## src/rtl/pc_fetch_unit.sv

```systemverilog
// Program counter and instruction-fetch sequencer: issues one fetch per PC,
// hands the returned word to decode, then steps or redirects the PC.
module pc_fetch_unit #(
  parameter logic [31:0] RESET_PC = 32'h0000_3000,
  parameter logic [31:0] EXC_PC   = 32'h0000_4180
) (
  input  logic        clk,
  input  logic        rst_n,
  output logic [31:0] PC,
  input  logic [31:0] PCPlus4,
  output logic        ImemReq,
  output logic [31:0] ImemAddr,
  input  logic        ImemAck,
  input  logic [31:0] ImemRdata,
  output logic [31:0] Instr,
  output logic        InstrValid,
  input  logic        InstrReady,
  input  logic        Branch,
  input  logic [31:0] BranchTarget,
  input  logic        Jump,
  input  logic [25:0] JumpIndex,
  input  logic        JR,
  input  logic [31:0] JRTarget,
  input  logic        Flush,
  output logic [31:0] InstrCount
);

  localparam int unsigned XLEN   = 32;
  localparam int unsigned JIDX_W = 26;

  typedef enum logic [1:0] {
    S_BOOT  = 2'd0,
    S_FETCH = 2'd1,
    S_DRAIN = 2'd2,
    S_VALID = 2'd3
  } state_e;

  state_e            state_q, state_d;
  logic [XLEN-1:0]   pc_q, pc_d;
  logic [XLEN-1:0]   instr_q, instr_d;
  logic [XLEN-1:0]   count_q, count_d;
  logic              req_q, req_d;
  logic              valid_q, valid_d;
  logic [XLEN-1:0]   next_pc_c;
  logic [JIDX_W-1:0] jump_idx_c;
  logic              unused_bits_c;

  // Targets are word-aligned; their low two bits carry no information.
  assign unused_bits_c = ^{JRTarget[1:0], BranchTarget[1:0]};
  assign jump_idx_c    = JumpIndex;

  // Redirect selection for the instruction being accepted.
  always_comb begin
    next_pc_c = PCPlus4;
    if (JR) begin
      next_pc_c = {JRTarget[XLEN-1:2], 2'b00};
    end else if (Jump) begin
      next_pc_c = {PCPlus4[XLEN-1:XLEN-4], jump_idx_c, 2'b00};
    end else if (Branch) begin
      next_pc_c = {BranchTarget[XLEN-1:2], 2'b00};
    end
  end

  always_comb begin
    state_d = state_q;
    pc_d    = pc_q;
    instr_d = instr_q;
    count_d = count_q;
    unique case (state_q)
      S_BOOT: begin
        state_d = S_FETCH;
        if (Flush) pc_d = EXC_PC;
      end
      S_FETCH: begin
        if (ImemAck) begin
          if (Flush) begin
            pc_d = EXC_PC;
          end else begin
            instr_d = ImemRdata;
            state_d = S_VALID;
          end
        end else if (Flush) begin
          state_d = S_DRAIN;
        end
      end
      // The outstanding request must complete before the redirect is issued.
      S_DRAIN: begin
        if (ImemAck) begin
          pc_d    = EXC_PC;
          state_d = S_FETCH;
        end
      end
      S_VALID: begin
        if (Flush) begin
          pc_d    = EXC_PC;
          state_d = S_FETCH;
        end else if (InstrReady) begin
          pc_d    = next_pc_c;
          count_d = count_q + XLEN'(1);
          state_d = S_FETCH;
        end
      end
      default: state_d = S_BOOT;
    endcase
    req_d   = (state_d == S_FETCH) || (state_d == S_DRAIN);
    valid_d = (state_d == S_VALID);
  end

  always_ff @(posedge clk or negedge rst_n) begin
    if (!rst_n) begin
      state_q <= S_BOOT;
      pc_q    <= RESET_PC;
      instr_q <= '0;
      count_q <= '0;
      req_q   <= 1'b0;
      valid_q <= 1'b0;
    end else begin
      state_q <= state_d;
      pc_q    <= pc_d;
      instr_q <= instr_d;
      count_q <= count_d;
      req_q   <= req_d;
      valid_q <= valid_d;
    end
  end

  assign PC         = pc_q;
  assign ImemAddr   = pc_q;
  assign ImemReq    = req_q;
  assign Instr      = instr_q;
  assign InstrValid = valid_q;
  assign InstrCount = count_q;

endmodule

```

## config.mk

```make
export PLATFORM = sky130hd
export DESIGN_NAME = pc_fetch_unit
export DESIGN_NICKNAME = d
export VERILOG_FILES = /design/src/rtl/pc_fetch_unit.sv
export SDC_FILE = /design/constraint.sdc
export NUM_CORES = 1
export LEC_CHECK = 0
export CORE_ASPECT_RATIO = 1.4
export CORE_MARGIN = 5
export CORE_UTILIZATION = 39
export CTS_BUF_LIST = sky130_fd_sc_hd__clkbuf_16
export DETAILED_ROUTE_END_ITERATION = 10
export MAX_ROUTING_LAYER = met4
export PLACE_DENSITY_LB_ADDON = 0.08
export SETUP_SLACK_MARGIN = 0.15
export SLEW_MARGIN = 20
export SYNTH_ARGS = -nofsm -noshare
export SYNTH_HDL_FRONTEND = slang
export SYNTH_SLANG_ARGS = --single-unit
```

## constraint.sdc

```tcl
create_clock -name clk -period 2.1 [get_ports clk]
set_input_delay 0.525 -clock clk [delete_from_list [all_inputs] [get_ports clk]]
set_output_delay 0.525 -clock clk [all_outputs]
set_load 0.005 [all_outputs]
```

==> Yosys cells after proc, flatten, opt, wreduce, memory -nomap -nowiden <==
Index checks and enable logic that the tools add are counted.
{ "word_totals": {"ff_bits": 100, "inputBits": 162} }
{ "op_classes": {"n_reduce_logical": 5, "n_eq_ne": 9, "n_addsub": 1, "bitwise_logic": 1, "mux": 16} }
{ "ops": {"columns": ["operator", "n"], "rows": [
  ["$mux 32", 8],
  ["$pmux 32 s4", 1],
  ["$add 32x1->32 const B", 1],
  ["$mux 2", 6],
  ["$reduce_and 3->1", 3],
  ["$eq 2x2->1 const B", 4],
  ["$pmux 2 s4", 1],
  ["$eq 2x1->1 const B", 2],
  ["$ne 2x2->1 const B", 2],
  ["$ne 3x3->1 const B", 1],
  ["$logic_not 2->1", 1],
  ["$logic_or 1x1->1", 1],
  ["$not 1->1", 1]
]} }

==> Depth between registers and ports, before layout <==
{ "logic_depth": {"ltp_word": 6, "ltp_mapped": 6, "depth_no_buf": 5} }

==> Least setup slack after synthesis <==
No wires, ideal clock.
{ "synth_path": {"path_kind": "in2reg", "from": "input Branch", "to": "register pc_q[6], in the netlist ImemAddr[6]", "path_buffers": 2, "setup_ps": 121, "t_arrival_ps": 1773, "cell_stages": 6, "path_slack_ps": 206, "t_required_ps": 1979, "cell_sequence": "clkbuf_1 > buf_2 > mux2_2 > mux2i_1 > o21ai_0 > a22o_1"} }
{ "synth_via": {"elab_chain_len": 6} }
{ "synth_rtl": {"columns": ["element", "line", "source"], "rows": [
  ["start, declared", "18", "input logic Branch,"],
  ["$mux 32", "59", "end else if (Branch) begin"],
  ["$mux 32", "57", "end else if (Jump) begin"],
  ["$mux 32", "55", "if (JR) begin"],
  ["$mux 32", "97", "end else if (InstrReady) begin"],
  ["$mux 32", "94", "if (Flush) begin"],
  ["$pmux 32 s4", "69", "unique case (state_q)"],
  ["end signal, assigned", "119", "pc_q <= pc_d;"],
  ["end, declared", "39", "logic [XLEN-1:0] pc_q, pc_d;"]
]} }
Every way passes these cells. The select of a mux whose other input is x is not followed.
A chain may end at the register's enable or synchronous reset.

==> Worst setup path in the final report <==
{ "layout_path": {"from": "register pc_q[12], in the netlist ImemAddr[12]", "to": "output PC[12]"} }
{ "layout_lines": {"columns": ["element", "line", "source"], "rows": [
  ["end, declared", "9", "output logic [31:0] PC,"]
]} }
No word-level cell between the ends.

==> flow_summary.ini <==
[critical_path]
ff2ff_path_depth = 6
timing.critical_path.buf_inv = 1
crit_chain = clkdlybuf4s50_1
cp-end-kind = output port
worstPathArrival_ps = 1390
cp_max_fo = 3
r2r_start = InstrCount[1]$_DFFE_PN0P_
cp-endpoint = PC[12]
r2r_slack_ps = 260
max_stage_delay_ps = 550
path_depth = 1
r2r_end = InstrCount[10]$_DFFE_PN0P_
path_class = flop to output port
cp.required_ps = 1570
crit_path_top_delay_cell = dfstp_2
critPathLaunch = ImemAddr[12]$_DFFE_PN1P_
cp-start-kind = flop
crit_family = flip-flops

[power_and_ir_drop]
seqPwrFrac = 0.411
p_per_area_mw_per_mm2 = 703
peakVddDrop_uv = 471
p_switching_mw = 1.63
p_total_mw = 6.07
clock_power_share = 0.255
swShare = 0.269
p_comb_frac = 0.334
intPower_mw = 4.44
p_leak_nw = 3.65

[sta]
fin_ws_ps = 184
maxSlewHeadroom = 0.408
final.min_clock_period_ps = 1920
final_max_slew_viol_count = 0
worstMarginPinSlew_ps = 888
skew_ps = 10.6
fmax_mhz = 522
hold_viol_final = 0
setup_viol = 0
rsz0062_at_grt = false
finalCritPeriodShare = 0.912

[final_layout]
fin_nets = 895
seq_area_mm2 = 0.00251
area_growth_pct = 66.3
final_cell_mix = 278 x clkdlybuf4s50_1, 95 x dfrtp_1, 62 x mux2_2
diodes = 0
stdcell_area_mm2 = 0.00863
drive_above_1_share = 0.179
fill_cells = 1067
multi_input_area_mm2 = 0.00238
final_common_cell = clkdlybuf4s50_1

[global_routing]
grt_overflow_total = 0
grt_max_degree = 60
grt_pass1_vias = 4926
grt_usage = 0.215
grt_pass1_wl_mm = 25.9
antenna_found_initial = 0

[logic_synthesis]
ys.warnings.count = 0
ys_seq_elements = 100
syn_area_mm2 = 0.00519
synth_edf_count = 0
synthArstFlopShare = 1.00
synthCells = 460
ys_seq_area_frac = 0.483
synth_cell_type_count = 36
avgSynthCellArea_um2 = 11.3
synthesis.nets = 624
ys.flop_type = dfrtp_1

[placement]
portBuffers = 287
place.gp.congestion = 0.824
dp_hpwl_mm = 13.3
place_ws_ps = -280
placedInstanceArea_mm2 = 0.00827

[floorplanning]
fp.coreArea_mm2 = 0.0132
pin_count = 292
fp-row-count = 50
start_util = 0.393
dieArea_mm2 = 0.0157
die_h_um = 146
die_w_um = 107

[status]
status = completed

[drt]
antenna_left = 0
viasPerCell = 4.98
first_pass_iters = 4
drt_iter0_markers = 148
vias = 4576
wire_per_inst_um = 18.3
drc = 0
wirelength_mm = 16.8

[clock_network]
cts_buffers = 9
numClockSinks = 100
cts_hold_buf = 0
clk_pin_slew_ps = 70
clock_latency_ps = 340
root_buffer = clkbuf_16
htreeDepth = 3
cts_tree = built
clock_path_buffers = 2

[flow_run]
cap_violations = 0

[worst_hold_path]
hold_path_class = primary input to asynchronous set/reset pin
==> power by group through the flow <==
stage | registers [mW] | logic, mW | clock network (mW)
global placement | 2.52 | 2.03 | 0
global route | 2.55 | 2.18 | 1.67
CTS | 2.50 | 2.06 | 1.59
floorplan | 2.54 | 0.677 | 0
detailed placement | 2.53 | 2.06 | 0
finish | 2.49 | 2.03 | 1.55
==> stage by stage <==
step	cells	hold slack, ps	TNS (ps)	utilization
6_report	918	132	0	0.654
5_1_grt	918	161	0	0.654
4_1_cts	917	146	0	0.649
3_5_place_dp	900	475	-8330	0.626
3_3_place_gp	900	463	-6180	0.626
2_1_floorplan	460	229	0	-
==> routing by layer <==
layer,share of wire,vias to the layer above,track usage
met2,0.54,196,0.380
met3,0.080,31,0.0624
met5,0,-,-
met4,0.029,0,0.0758
li1,-,2147,-
met1,0.35,2202,0.225
==> layout make-up <==
cell class / count / share of cell area
multi-input combinational: 295 / 0.276
sequential: 100 / 0.291
clock inverter: 7 / 0.00580
tap: 182 / 0.0264
timing repair buffer: 320 / 0.373
clock buffer: 9 / 0.0261
inverter: 5 / 0.00217
==> kinds of logic (layout without fill, tap and decap cells) <==
group,after synthesis,in the layout,synth area share
simple gates,104,104,0.109
flops,100,100,0.483
mux,94,94,0.196
buf+inv,65,341,0.0716
compound gates,63,63,0.0815
xor+xnor,32,32,0.0540
fa+ha+maj,2,2,0.00482
==> sequential cells by signal, summed over array words and instances (netlist names) <==
register	count
ImemReq	1
Instr	32
InstrValid	1
state_q	2
ImemAddr	32
InstrCount	32
==> how the worst min path moves through the flow <==
stage / end / depth (start not counted)
5_1_grt: InstrCount[24]$_DFFE_PN0P_ / 1
6_report: InstrCount[22]$_DFFE_PN0P_ / 1
3_5_place_dp: InstrCount[31]$_DFFE_PN0P_ / 1
4_1_cts: InstrCount[24]$_DFFE_PN0P_ / 1
2_1_floorplan: ImemAddr[0]$_DFFE_PN0P_ / 0
3_3_place_gp: InstrCount[31]$_DFFE_PN0P_ / 1
==> synthesized netlist by cell type (all sizes together) (9+ instances only) <==
master	count	area share
mux2	62	0.13
o21ai	30	0.029
nor4	9	0.016
a22o	27	0.046
nand3	17	0.019
buf	38	0.052
dfrtp	98	0.47
nand4	12	0.014
mux2i	32	0.062
xnor2	22	0.037
clkbuf	22	0.016
nand2	39	0.028
xor2	10	0.017
==> what timing repair did <==
item	4_1_cts	5_1_grt
setup endpoints to repair	9	26
setup buffers	1	0
gates cloned	0	1
gates resized for setup	6	10
pin swaps	0	1
(Power assumes the default switching activity.)
